## src/rtl/saph_pixel_packer_pkg.sv

```systemverilog
// Shared types for the pixel packer: pixel format, ARGB colour, packer FSM
// states, and format-legality helpers. These are the saph_types additions
// (SAPH_PIXTYPE_*, pix_size_ok) used by the packer and by saph_pix_encode.
package saph_pixel_packer_pkg;

  localparam logic [3:0] SAPH_PIXTYPE_RGB  = 4'd0;
  localparam logic [3:0] SAPH_PIXTYPE_ARGB = 4'd1;

  // ARGB8888 pixel
  typedef struct packed {
    logic [7:0] a;
    logic [7:0] r;
    logic [7:0] g;
    logic [7:0] b;
  } color_t;

  // One channel: bit position in the packed pixel and width-1
  typedef struct packed {
    logic [4:0] pos;
    logic [2:0] w;
  } chan_t;

  // Pixel format: category, pixel size-1 (S = size+1) and four channels
  typedef struct packed {
    logic [3:0] cat;
    logic [4:0] size;
    chan_t      a;
    chan_t      r;
    chan_t      g;
    chan_t      b;
  } pixfmt_t;

  typedef enum logic [1:0] {
    ST_IDLE  = 2'd0,
    ST_RUN   = 2'd1,
    ST_FLUSH = 2'd2
  } pack_state_t;

  // True when S = size+1 is a power of two
  function automatic logic pix_size_ok(input bit [4:0] size);
    logic [5:0] s;
    s = {1'b0, size} + 6'd1;
    return (s & (s - 6'd1)) == 6'd0;
  endfunction

  // log2(S) for the legal sizes; only meaningful after pix_size_ok
  function automatic logic [2:0] pix_size_log2(input logic [4:0] size);
    logic [2:0] l;
    case (size)
      5'd0:    l = 3'd0;
      5'd1:    l = 3'd1;
      5'd3:    l = 3'd2;
      5'd7:    l = 3'd3;
      5'd15:   l = 3'd4;
      5'd31:   l = 3'd5;
      default: l = 3'd0;
    endcase
    return l;
  endfunction

endpackage

```

## src/rtl/saph_pixel_packer_if.sv

```systemverilog
// Pixel-in / word-out stream bundle of the pixel packer.
// slave  : the packer side (consumes pixels, produces words)
// master : the producer/consumer side around the packer
interface saph_pixel_packer_if #(
  parameter int BUS_W = 32
);
  import saph_pixel_packer_pkg::*;

  logic               in_valid;
  logic               in_ready;
  color_t             in_color;
  logic [1:0]         in_x;
  logic [1:0]         in_y;
  logic               in_last;
  logic               out_valid;
  logic               out_ready;
  logic [BUS_W-1:0]   out_data;
  logic [BUS_W/8-1:0] out_strb;
  logic               out_last;

  modport slave (
    input  in_valid, in_color, in_x, in_y, in_last, out_ready,
    output in_ready, out_valid, out_data, out_strb, out_last
  );

  modport master (
    output in_valid, in_color, in_x, in_y, in_last, out_ready,
    input  in_ready, out_valid, out_data, out_strb, out_last
  );

endinterface

```

## src/rtl/saph_pix_encode.sv

```systemverilog
// Combinational ARGB -> packed pixel encoder. Each channel keeps its top
// w+1 bits, is shifted to its position, and bits at or above S are dropped.
// Alpha only contributes in the ARGB category.
// Optional feature macro: SAPH_PIXPACK_DITHER_EN adds a 4x4 ordered Bayer
// dither to R/G/B before truncation; without it in_x/in_y are not ports.
module saph_pix_encode
  import saph_pixel_packer_pkg::*;
(
  input  color_t      i_color,
  input  pixfmt_t     i_fmt,
`ifdef SAPH_PIXPACK_DITHER_EN
  input  logic [1:0]  i_x,
  input  logic [1:0]  i_y,
`endif
  output logic [31:0] o_pix
);

  // Top w+1 bits of an 8-bit channel placed at its bit position
  function automatic logic [31:0] chan_place(input logic [7:0] c, input chan_t ch);
    logic [7:0] v;
    v = c >> (3'd7 - ch.w);
    return {24'd0, v} << ch.pos;
  endfunction

`ifdef SAPH_PIXPACK_DITHER_EN
  // 4x4 ordered Bayer threshold, row = y, column = x
  function automatic logic [3:0] bayer(input logic [1:0] x, input logic [1:0] y);
    logic [3:0] t;
    case ({y, x})
      4'h0: t = 4'd0;   4'h1: t = 4'd8;   4'h2: t = 4'd2;   4'h3: t = 4'd10;
      4'h4: t = 4'd12;  4'h5: t = 4'd4;   4'h6: t = 4'd14;  4'h7: t = 4'd6;
      4'h8: t = 4'd3;   4'h9: t = 4'd11;  4'hA: t = 4'd1;   4'hB: t = 4'd9;
      4'hC: t = 4'd15;  4'hD: t = 4'd7;   4'hE: t = 4'd13;  4'hF: t = 4'd5;
      default: t = 4'd0;
    endcase
    return t;
  endfunction

  // Add the threshold scaled to the target width, saturating at full scale
  function automatic logic [7:0] dither(input logic [7:0] c, input logic [2:0] w,
                                        input logic [3:0] t);
    logic [8:0] sum;
    sum = {1'b0, c} + {1'b0, ({t, 4'h0} >> w)};
    return sum[8] ? 8'hFF : sum[7:0];
  endfunction
`endif

  logic [7:0]  w_r;
  logic [7:0]  w_g;
  logic [7:0]  w_b;
  logic [31:0] w_pix;

  // Build the pixel: optional dither, truncate/place channels, clip to S bits
  always_comb begin
    w_r = i_color.r;
    w_g = i_color.g;
    w_b = i_color.b;
`ifdef SAPH_PIXPACK_DITHER_EN
    w_r = dither(i_color.r, i_fmt.r.w, bayer(i_x, i_y));
    w_g = dither(i_color.g, i_fmt.g.w, bayer(i_x, i_y));
    w_b = dither(i_color.b, i_fmt.b.w, bayer(i_x, i_y));
`endif
    w_pix = chan_place(w_r, i_fmt.r) | chan_place(w_g, i_fmt.g) | chan_place(w_b, i_fmt.b);
    if (i_fmt.cat == SAPH_PIXTYPE_ARGB) begin
      w_pix = w_pix | chan_place(i_color.a, i_fmt.a);
    end else begin
      w_pix = w_pix;
    end
    o_pix = w_pix & (32'hFFFF_FFFF >> (5'd31 - i_fmt.size));
  end

endmodule

```

## src/rtl/saph_pixel_packer.sv

```systemverilog
// Pixel packer: accepts encoded pixels, concatenates them little-endian into
// BUS_W-bit words with byte strobes, and flushes a partial word on in_last.
// Owns the run FSM, accumulator, slot counter and output register.
// Optional feature macro: SAPH_PIXPACK_DITHER_EN (ordered dither in the encoder).
module saph_pixel_packer
  import saph_pixel_packer_pkg::*;
#(
  parameter int BUS_W = 32
) (
  input  logic               clk,
  input  logic               rst_n,
  input  pixfmt_t            cfg_fmt,
  input  logic               cfg_start,
  output logic               cfg_err,
  output logic               busy,
  saph_pixel_packer_if.slave bus
);

  localparam int CNT_W  = $clog2(BUS_W);
  localparam int STRB_W = BUS_W / 8;

  typedef logic [CNT_W:0]   cntx_t;
  typedef logic [BUS_W-1:0] word_t;

  pack_state_t       r_state;
  pixfmt_t           r_fmt;
  logic              r_cfg_err;
  word_t             r_acc;
  logic [CNT_W-1:0]  r_cnt;
  logic              r_out_valid;
  word_t             r_out_data;
  logic [STRB_W-1:0] r_out_strb;
  logic              r_out_last;

  logic [31:0]       w_pix;
  logic [2:0]        w_sl;
  cntx_t             w_ppw_m1;
  cntx_t             w_offset;
  cntx_t             w_bits;
  logic              w_completes;
  logic              w_in_ready;
  logic              w_in_fire;
  logic              w_out_fire;
  word_t             w_word;
  logic [STRB_W-1:0] w_strb;

  saph_pix_encode u_encode (
    .i_color (bus.in_color),
    .i_fmt   (r_fmt),
`ifdef SAPH_PIXPACK_DITHER_EN
    .i_x     (bus.in_x),
    .i_y     (bus.in_y),
`endif
    .o_pix   (w_pix)
  );

  // Slot arithmetic, word completion, handshakes and the candidate output word
  always_comb begin
    w_sl        = pix_size_log2(r_fmt.size);
    w_ppw_m1    = cntx_t'((BUS_W >> w_sl) - 1);
    w_completes = ({1'b0, r_cnt} == w_ppw_m1) | bus.in_last;
    w_in_ready  = (r_state == ST_RUN) & (~r_out_valid | bus.out_ready | ~w_completes);
    w_in_fire   = bus.in_valid & w_in_ready;
    w_out_fire  = r_out_valid & bus.out_ready;
    w_offset    = {1'b0, r_cnt} << w_sl;
    w_bits      = ({1'b0, r_cnt} + cntx_t'(1)) << w_sl;
    w_word      = r_acc | (word_t'(w_pix) << w_offset);
    w_strb      = '0;
    for (int j = 0; j < STRB_W; j++) begin
      w_strb[j] = (cntx_t'(j * 8) < w_bits);
    end
  end

  // Run FSM, accumulator/slot counter and registered output word
  always_ff @(posedge clk) begin
    if (!rst_n) begin
      r_state     <= ST_IDLE;
      r_fmt       <= '0;
      r_cfg_err   <= 1'b0;
      r_acc       <= '0;
      r_cnt       <= '0;
      r_out_valid <= 1'b0;
      r_out_data  <= '0;
      r_out_strb  <= '0;
      r_out_last  <= 1'b0;
    end else begin
      if (w_out_fire) begin
        r_out_valid <= 1'b0;
      end
      if (w_in_fire && w_completes) begin
        r_out_valid <= 1'b1;
        r_out_data  <= w_word;
        r_out_strb  <= w_strb;
        r_out_last  <= bus.in_last;
      end
      case (r_state)
        ST_IDLE: begin
          if (cfg_start) begin
            if (pix_size_ok(cfg_fmt.size) &&
                (cfg_fmt.cat == SAPH_PIXTYPE_RGB || cfg_fmt.cat == SAPH_PIXTYPE_ARGB)) begin
              r_fmt     <= cfg_fmt;
              r_cfg_err <= 1'b0;
              r_acc     <= '0;
              r_cnt     <= '0;
              r_state   <= ST_RUN;
            end else begin
              r_cfg_err <= 1'b1;
            end
          end
        end
        ST_RUN: begin
          if (w_in_fire) begin
            if (w_completes) begin
              r_acc <= '0;
              r_cnt <= '0;
            end else begin
              r_acc <= w_word;
              r_cnt <= r_cnt + 1'b1;
            end
            if (bus.in_last) begin
              r_state <= ST_FLUSH;
            end
          end
        end
        ST_FLUSH: begin
          if (w_out_fire && r_out_last) begin
            r_state <= ST_IDLE;
          end
        end
        default: r_state <= ST_IDLE;
      endcase
    end
  end

  assign cfg_err       = r_cfg_err;
  assign busy          = (r_state != ST_IDLE);
  assign bus.in_ready  = w_in_ready;
  assign bus.out_valid = r_out_valid;
  assign bus.out_data  = r_out_data;
  assign bus.out_strb  = r_out_strb;
  assign bus.out_last  = r_out_last;

endmodule

```

## src/flat_wrapper.sv

```systemverilog
// flat-port wrapper written by rule: the top's interface ports become plain ports
module saph_pixel_packer_flat import saph_pixel_packer_pkg::*;
#(
  parameter int BUS_W = 32
)
  (clk, rst_n, cfg_fmt, cfg_start, cfg_err, busy, bus_in_valid, bus_in_color, bus_in_x, bus_in_y, bus_in_last, bus_out_ready, bus_in_ready, bus_out_valid, bus_out_data, bus_out_strb, bus_out_last);
  saph_pixel_packer_if #(.BUS_W(BUS_W)) bus_i ();
  input  logic clk;
  input  logic rst_n;
  input  pixfmt_t cfg_fmt;
  input  logic cfg_start;
  output logic cfg_err;
  output logic busy;
  input wire logic [$bits(bus_i.in_valid)-1:0] bus_in_valid;
  input wire logic [$bits(bus_i.in_color)-1:0] bus_in_color;
  input wire logic [$bits(bus_i.in_x)-1:0] bus_in_x;
  input wire logic [$bits(bus_i.in_y)-1:0] bus_in_y;
  input wire logic [$bits(bus_i.in_last)-1:0] bus_in_last;
  input wire logic [$bits(bus_i.out_ready)-1:0] bus_out_ready;
  output wire logic [$bits(bus_i.in_ready)-1:0] bus_in_ready;
  output wire logic [$bits(bus_i.out_valid)-1:0] bus_out_valid;
  output wire logic [$bits(bus_i.out_data)-1:0] bus_out_data;
  output wire logic [$bits(bus_i.out_strb)-1:0] bus_out_strb;
  output wire logic [$bits(bus_i.out_last)-1:0] bus_out_last;
  assign bus_i.in_valid = bus_in_valid;
  assign bus_i.in_color = bus_in_color;
  assign bus_i.in_x = bus_in_x;
  assign bus_i.in_y = bus_in_y;
  assign bus_i.in_last = bus_in_last;
  assign bus_i.out_ready = bus_out_ready;
  assign bus_in_ready = bus_i.in_ready;
  assign bus_out_valid = bus_i.out_valid;
  assign bus_out_data = bus_i.out_data;
  assign bus_out_strb = bus_i.out_strb;
  assign bus_out_last = bus_i.out_last;
  saph_pixel_packer #(.BUS_W(BUS_W)) u_core (.clk(clk), .rst_n(rst_n), .cfg_fmt(cfg_fmt), .cfg_start(cfg_start), .cfg_err(cfg_err), .busy(busy), .bus(bus_i));
endmodule
```

## config.mk

```make
export PLATFORM = sky130hd
export DESIGN_NAME = saph_pixel_packer_flat
export DESIGN_NICKNAME = d
export VERILOG_FILES = /design/src/rtl/saph_pixel_packer_pkg.sv /design/src/rtl/saph_pixel_packer_if.sv /design/src/rtl/saph_pix_encode.sv /design/src/rtl/saph_pixel_packer.sv /design/src/flat_wrapper.sv
export SDC_FILE = /design/constraint.sdc
export NUM_CORES = 1
export LEC_CHECK = 0
export CORE_UTILIZATION = 55
export DETAILED_ROUTE_END_ITERATION = 8
export DONT_BUFFER_PORTS = 1
export PLACE_DENSITY = 0.77
export SLEW_MARGIN = 5
export SYNTH_ARGS = -nofsm -noshare
export SYNTH_HDL_FRONTEND = slang
export SYNTH_HIERARCHICAL = 1
export SYNTH_SLANG_ARGS = --single-unit
```

## constraint.sdc

```tcl
create_clock -name clk -period 7.4 [get_ports clk]
set_input_delay 1.48 -clock clk [delete_from_list [all_inputs] [get_ports clk]]
set_output_delay 1.48 -clock clk [all_outputs]
set_load 0.005 [all_outputs]
```

==> key figures, run 1 <==
Floorplan
  • Standard cell core area: 21220 µm²
  • Full die area: 22420 µm²
  • Number of placed I/O pins: 124
  • Effective utilization at floorplan: 56.57%
  • Placement row count: 53
  • Width of the die: 149.7 µm
  • Die Height: 149.7 µm

Pwr
  • Combinational power share: 4.5%
  • Final Total Pwr: 1.587 mW
  • Power density over cell area: 126.9 nW/µm²
  • Register share of total power: 40.8%
  • LEAKAGE: 3.961 nW
  • Switch share: 25.35%
  • Share of power burned in the clock network: 54.7%
  • Switching power: 402.3 µW
  • Internal power: 1.184 mW
  • Peak supply drop: 0.0001239 V

Timing
  • Highest achievable clock rate: 179.7 MHz
  • Worst slew pin tran: 1.190 ns
  • Slew HR: 20.70%
  • Number of setup violations in the final report: 0
  • Endpoints failing hold: 0
  • Final period utilization: 75.19%
  • Final Max Slew Viols: 0
  • Post-layout worst setup margin: 1.836 ns
  • Final worst path period need: 5.564 ns
  • Clock tree skew after final layout: 0.02218 ns
  • Setup TNS: 0 ns
  • Setup repair after global routing missed its margin: false

Global route
  • Number of global-route vias before repair: 12010
  • Grt ovf: 0
  • Wire length of the first global-routing pass: 68.77 mm
  • M3 GR Usage: 11.22%
  • All-layer global routing usage: 39.70%
  • Maximum number of pins on one net before global-route repair: 62
  • Initial antenna violation count: 1
  • GR Layer Usage met2: 58.87%
  • Most used routing layer in global routing: met2
  • Met1 usage in global routing: 54.99%

Clocking
  • CTS Root Cell: sky130_fd_sc_hd__clkbuf_16
  • Number of resized instances in the post-cts repair step: 0
  • Number of H-tree levels: 4
  • Clock Sinks: 119
  • Deepest clock path buffer count: 2
  • Post-CTS Hold Fix Bufs: 0
  • Number of post-CTS setup repair buffers: 0
  • Inserted Clock Buffers: 17
  • CTS tree: done
  • Clock-pin slew of the registers on the worst-case setup and hold paths: 0.06 ns
  • Clock network latency to the later pin of the worst-skew pair: 0.43 ns

Place
  • Area after detailed placement: 11900 µm²
  • DP Worst Slack: 2.042 ns
  • Count of placed standard cells including taps: 1766
  • Weighted congestion reported at the end of routability-driven placement: 1.072
  • Quantity of I/O buffers inserted on ports: 0
  • Sum of net half-perimeters after detailed placement: 32.79 mm

Logic synthesis
  • Sequential area share after synthesis: 19.85%
  • Share of flip-flops with an asynchronous set or reset: 0%
  • Post-Synthesis Net Count: 1684
  • Netlist area before placement: 12000 µm²
  • Number of synthesized register bits: 119
  • Syn Area/Cell: 7.521 µm²
  • Warnings, synthesis: 6
  • Distinct cell type count of the synthesized netlist: 113
  • Cells after Synth: 1596
  • Prevailing post-synth register cell: sky130_fd_sc_hd__dfxtp_1
  • Share of Yosys cell area claimed by the top area cell type: 19.85%
  • Most area-hungry cell type in the Yosys netlist: sky130_fd_sc_hd__dfxtp_1
  • Count of flip-flops with a built-in enable after synthesis: 0
  • Most area-consuming cells after synthesis: sky130_fd_sc_hd__dfxtp_1, sky130_fd_sc_hd__mux2i_1, sky130_fd_sc_hd__nor2_1

Cells and area
  • Most used cells in the layout excluding fill and tap cells: sky130_fd_sc_hd__nor2_1, sky130_fd_sc_hd__nand2_1, sky130_fd_sc_hd__dfxtp_1
  • Area added between synthesis and finish: 4.128%
  • Final Non-Filler Cells: 1799
  • Total non-filler cell area in the finished layout: 12500 µm²
  • Most common library cell in the layout ignoring fill and taps: sky130_fd_sc_hd__nor2_1
  • Total number of nets in the final design: 1598
  • Share of cells above drive strength 1: 9.915%

Detailed routing
  • Via density per instance: 7.343
  • Via count: 13210
  • Number of iterations in the first detailed-routing pass: 6
  • Detail Route Antenna Nets: 0
  • Routed len/inst: 24.79 µm
  • 1st-iter DRT viols: 2023
  • Remaining design rule violation count: 0
  • DRT Wirelength: 44.60 mm

Run
  • Max-cap violations: 0

Worst setup path
  • Top fanout value on the critical path: 23
  • Nature of the critical path endpoint: output pin
  • Critical Path Start Type: register
  • Worst EP required: 5.92 ns
  • Worst Path Class, Setup: reg2out
  • Worst path arrival time: 4.08 ns

Status
  • Result of the run: complete, no violations

Hold path
  • Hold/Removal Path Class: reg2reg
==> path summary, 6_finish.rpt <==
path / from / endpoint / slack, ns / cells after the start
worst max-delay path: u_core/r_fmt[33] / bus_in_ready / 1.84 / 12
worst min-delay path: u_core/r_acc[24] / u_core/r_acc[24] / 0.46 / 2
worst max register to register: u_core/r_fmt[0] / u_core/bus.out_data[11] / 2.29 / 14
worst min register to register: u_core/r_acc[24] / u_core/r_acc[24] / 0.46 / 2
==> synth_stat cells (all sizes together) (7+ instances only) <==
cell type / number
nand2: 155
o22a: 7
o221a: 13
nand3: 59
clkbuf: 69
o31ai: 12
o221ai: 9
and2: 26
nand4: 11
o22ai: 24
a21boi: 9
or2: 7
nor2b: 22
o32ai: 7
a211oi: 46
o31a: 7
nor3b: 8
dfxtp: 119
o211ai: 13
o211a: 7
a31oi: 33
a221oi: 15
mux4: 27
mux2: 17
a22o: 9
a211o: 7
nor4: 10
xnor2: 9
and3: 21
mux2i: 94
inv: 37
nor3: 39
a22oi: 43
a2111oi: 8
nand2b: 28
buf: 56
nor2: 171
or3: 11
a21oi: 110
o21ai: 111
a32oi: 15
==> power groups by stage <==
stage | logic [mW] | registers (mW) | clock network [mW]
floorplan | 0.0577 | 0.658 | 0
global placement | 0.0674 | 0.662 | 0
detailed placement | 0.0686 | 0.662 | 0
CTS | 0.0691 | 0.648 | 0.883
global route | 0.0763 | 0.648 | 0.905
finish | 0.0713 | 0.648 | 0.868
==> kinds of logic after synthesis <==
group           synth area share [%]
mux                            14.73
fa+ha+maj                     0.5212
compound gates                 33.52
buf+inv                        6.462
xor+xnor                      0.7297
simple gates                   24.19
flops                          19.85
==> layout make-up <==
cell class,instances,area [µm²]
Antenna cell,1,2.502
Clock buffer,18,439.2
Clock inverter,14,162.7
Fill cell,1991,8721
Inverter,41,153.9
Multi-Input combinational cell,1311,8865
Sequential cell,119,2382
Tap cell,275,344.1
Timing Repair Buffer,20,150.1
==> worst max-delay path: stages (launching register included) <==
cell,delay (ns)
sky130_fd_sc_hd__dfxtp_1,0.92
sky130_fd_sc_hd__xnor2_1,0.29
sky130_fd_sc_hd__a22oi_4,0.47
sky130_fd_sc_hd__and2_1,0.29
sky130_fd_sc_hd__inv_1,0.06
sky130_fd_sc_hd__ha_1,0.25
sky130_fd_sc_hd__and2_1,0.18
sky130_fd_sc_hd__a21oi_1,0.13
sky130_fd_sc_hd__a2bb2oi_1,0.20
sky130_fd_sc_hd__xnor2_1,0.15
sky130_fd_sc_hd__a21oi_1,0.35
sky130_fd_sc_hd__nor2b_1,0.08
sky130_fd_sc_hd__nor3b_1,0.28
==> stage by stage <==
stage,hold slack [ns],utilization (%)
4_1_cts,0.4553,58.89
2_1_floorplan,0.4257,-
3_3_place_gp,0.4353,56.06
6_report,0.4579,58.90
3_5_place_dp,0.4413,56.06
5_1_grt,0.4901,58.89
==> per-layer routing <==
layer | vias up | wire length (µm)
met1 | 6259 | 18610
met3 | 124 | 5456
met2 | 891 | 19190
met4 | 0 | 1345
met5 | - | 0
li1 | 5936 | -
==> flip-flops by register name, indices dropped and copies added, names as in the netlist <==
| signal | cells |
|---|---|
| u_core/bus.out_strb | 4 |
| u_core/r_state | 2 |
| u_core/bus.out_valid | 1 |
| u_core/bus.out_last | 1 |
| u_core/r_cnt | 5 |
| u_core/r_fmt | 41 |
| u_core/r_acc | 32 |
| u_core/bus.out_data | 32 |
| u_core/cfg_err | 1 |
No activity file was read; power rests on OpenSTA's default activity.
==> run 2, diff against run 1 <==
Clock period 7.4 ns to 5.5 ns, I/O delays scaled along.
==> run 2 against run 1 <==
Against the previous run: the run now ends with DRC left; die area did not move; total power rose by 32%; sequential power rose by 34%; register-to-register slack got worse by 1.9 ns; clock power rose by 29%; critical endpoint is now u_core/r_acc[19].
==> key figures, run 2 (synthesis results as in run 1) <==
Cells and area
  • Share of cells above drive strength 1: 11.54% (+1.6 points)
  • Largest register FFs: 41 (unchanged)
  • Total number of nets in the final design: 1626 (+1.8%)
  • Area added between synthesis and finish: 5.680%
  • Most common library cell in the layout ignoring fill and taps: sky130_fd_sc_hd__nor2_1
  • Register with the most flip-flops: u_core/r_fmt
  • Most used cells in the layout excluding fill and tap cells: sky130_fd_sc_hd__nor2_1, sky130_fd_sc_hd__nand2_1, sky130_fd_sc_hd__dfxtp_1

Place
  • Quantity of I/O buffers inserted on ports: 0 (unchanged)
  • Weighted congestion reported at the end of routability-driven placement: 1.041 (-2.9%)
  • DP Worst Slack: 0.4919 ns (-1.550 ns)
  • Sum of net half-perimeters after detailed placement: 35.21 mm (+7.4%)

Detailed routing
  • Detail Route Antenna Nets: 0 (unchanged)
  • Remaining design rule violation count: 11 (+11)
  • 1st-iter DRT viols: 1979 (-2.2%)
  • Via density per instance: 7.296 (-0.63%)
  • Number of iterations in the first detailed-routing pass: 9 (+3)
  • Routed len/inst: 25.41 µm (+2.5%)
  • DRT Wirelength: 46.45 mm (+4.2%)
  • Via count: 13338 (+0.97%)

Floorplan
  • Full die area: 22420 µm² (unchanged)
  • Number of placed I/O pins: 124 (unchanged)
  • Placement row count: 53 (unchanged)
  • Die Height: 149.7 µm (unchanged)
  • Effective utilization at floorplan: 56.57% (unchanged)
  • Standard cell core area: 21220 µm² (unchanged)
  • Width of the die: 149.7 µm (unchanged)

Timing
  • Final period utilization: 93.53%
  • Slew HR: 22.70% (+2.0 points)
  • Setup repair after global routing missed its margin: false
  • Final worst path period need: 5.144 ns
  • Clock tree skew after final layout: 0.01400 ns (-0.008180 ns)
  • Number of setup violations in the final report: 0 (unchanged)
  • Highest achievable clock rate: 194.4 MHz
  • Endpoints failing hold: 0 (unchanged)
  • Final Max Slew Viols: 0 (unchanged)
  • Setup TNS: 0 ns (unchanged)
  • Worst Hold Margin: 0.4541 ns (-0.003842 ns)
  • Post-layout worst setup margin: 0.3561 ns (-1.480 ns)
  • Worst slew pin tran: 1.160 ns (-0.03003 ns)

Worst setup path
  • Critical R2R Capture: u_core/r_acc[19]
  • Critical Path Start Type: register
  • Top fanout value on the critical path: 19 (-17%)
  • Worst setup slack for register-to-register paths: 0.36 ns (-1.93 ns)
  • Worst reg-to-reg path cell count: 14 (unchanged)
  • Worst EP required: 5.86 ns (-0.06 ns)
  • Worst path arrival time: 5.50 ns (+1.42 ns)
  • Worst Path Class, Setup: reg2reg
  • Nature of the critical path endpoint: register
  • RR Startpoint: u_core/r_fmt[0]

Clocking
  • Clock network latency to the later pin of the worst-skew pair: 0.43 ns (about the same)
  • Number of post-CTS setup repair buffers: 0 (unchanged)
  • CTS tree: done
  • Number of H-tree levels: 4 (unchanged)
  • Number of resized instances in the post-cts repair step: 0 (unchanged)
  • Inserted Clock Buffers: 17 (unchanged)
  • CTS Root Cell: sky130_fd_sc_hd__clkbuf_16
  • Post-CTS Hold Fix Bufs: 0 (unchanged)
  • Clock-pin slew of the registers on the worst-case setup and hold paths: 0.06 ns (about the same)
  • Clock Sinks: 119 (unchanged)
  • Deepest clock path buffer count: 2 (unchanged)

Pwr
  • Internal power: 1.505 mW (+27%)
  • Peak supply drop: 0.0001592 V (+28%)
  • Switch share: 27.95% (+2.6 points)
  • Register share of total power: 41.7% (+0.9 points)
  • LEAKAGE: 4.081 nW (+3.0%)
  • Share of power burned in the clock network: 53.6% (-1.1 points)
  • Combinational power share: 4.8% (+0.3 points)
  • Power density over cell area: 164.7 nW/µm² (+30%)
  • Switching power: 583.8 µW (+45%)

Hold path
  • Worst Hold Launch: u_core/r_acc[24]
  • Number of stages on the worst hold path: 2 (unchanged)
  • Hold/Removal Path Class: reg2reg
  • Worst hold path endpoint: u_core/r_acc[24]

Status
  • Violations in the final reports: DRC
  • Result of the run: complete, but fails checks

Global route
  • Number of global-route vias before repair: 11996 (-0.12%)
  • Maximum number of pins on one net before global-route repair: 62 (unchanged)
  • Wire length of the first global-routing pass: 69.52 mm (+1.1%)
  • All-layer global routing usage: 40.87% (+1.2 points)
  • Initial antenna violation count: 2 (+1)
  • Grt ovf: 0 (unchanged)

Run
  • Max-cap violations: 0 (unchanged)
## run 2: cell count changes in the layout (fill, tap and decap cells not counted), sizes merged
| cell | previous run | this run |
|---|---|---|
| buf | 20 | 48 |
| inv | 43 | 46 |
| bufinv | 2 | 0 |
| clkinv | 9 | 7 |
| clkinvlp | 1 | 3 |
| clkbuf | 18 | 17 |
| diode | 1 | 2 |
## run 2: per-stage QoR
step | area (µm²) | cells | total power [mW] | utilization (%)
after global routing | 12680 | 1826 | 2.141 | 59.76
after CTS | 12680 | 1826 | 2.100 | 59.76
final | 12690 | 1828 | 2.089 | 59.78
after floorplan | 12000 | 1596 | 0.9633 | -
after detailed placement | 12110 | 1794 | 0.9860 | 57.05
after global placement | 12110 | 1794 | 0.9838 | 57.05
## run 2: worst max path at each step
stage | from | to | cells after the start
4_1_cts | u_core/r_fmt[0] | u_core/bus.out_data[22] | 14
3_5_place_dp | bus_in_color[4] | u_core/bus.out_data[22] | 14
2_1_floorplan | bus_in_color[20] | u_core/bus.out_data[29] | 13
6_report | u_core/r_fmt[0] | u_core/r_acc[19] | 14
3_3_place_gp | bus_in_color[4] | u_core/bus.out_data[22] | 14
5_1_grt | u_core/r_fmt[0] | u_core/bus.out_data[12] | 14
## run 2: power by group through the flow
stage | Combinational, mW | Sequential [mW] | Clock, mW
after floorplan | 0.0777 | 0.886 | 0
after global placement | 0.0937 | 0.890 | 0
after detailed placement | 0.0957 | 0.890 | 0
after CTS | 0.0962 | 0.871 | 1.13
after global routing | 0.105 | 0.871 | 1.17
final | 0.0993 | 0.871 | 1.12
## run 2: cell type report
| type | instances | area [µm²] |
|---|---|---|
| fill | 1969 | 8534 |
| clock inverter | 15 | 150.1 |
| multi-input combinational | 1311 | 8865 |
| inverter | 41 | 153.9 |
| clock buffer | 17 | 425.4 |
| tap | 275 | 344.1 |
| antenna | 2 | 5.005 |
| sequential | 119 | 2382 |
| timing repair buffer | 48 | 360.3 |
## run 2: per-layer routing
layer	vias up	GRT usage, %	wire length, µm
li1	5985	-	-
met1	6320	56.41	19330
met2	917	60.88	19960
met3	116	11.71	5854
met4	0	12.93	1298
met5	-	0	0
## run 2: worst max-delay path, cell delays in order, from the launching register on
cell	delay [ns]
sky130_fd_sc_hd__dfxtp_1	0.89
sky130_fd_sc_hd__mux2i_1	0.29
sky130_fd_sc_hd__a211oi_1	0.46
sky130_fd_sc_hd__nor2_1	0.14
sky130_fd_sc_hd__a221oi_1	0.79
sky130_fd_sc_hd__a22o_1	0.35
sky130_fd_sc_hd__a22o_1	0.24
sky130_fd_sc_hd__a2bb2oi_1	0.25
sky130_fd_sc_hd__mux2i_1	0.16
sky130_fd_sc_hd__and3_1	0.27
sky130_fd_sc_hd__nor3_1	0.18
sky130_fd_sc_hd__a311oi_1	0.07
sky130_fd_sc_hd__o31ai_1	0.68
sky130_fd_sc_hd__a21oi_1	0.15
sky130_fd_sc_hd__nor2_1	0.12
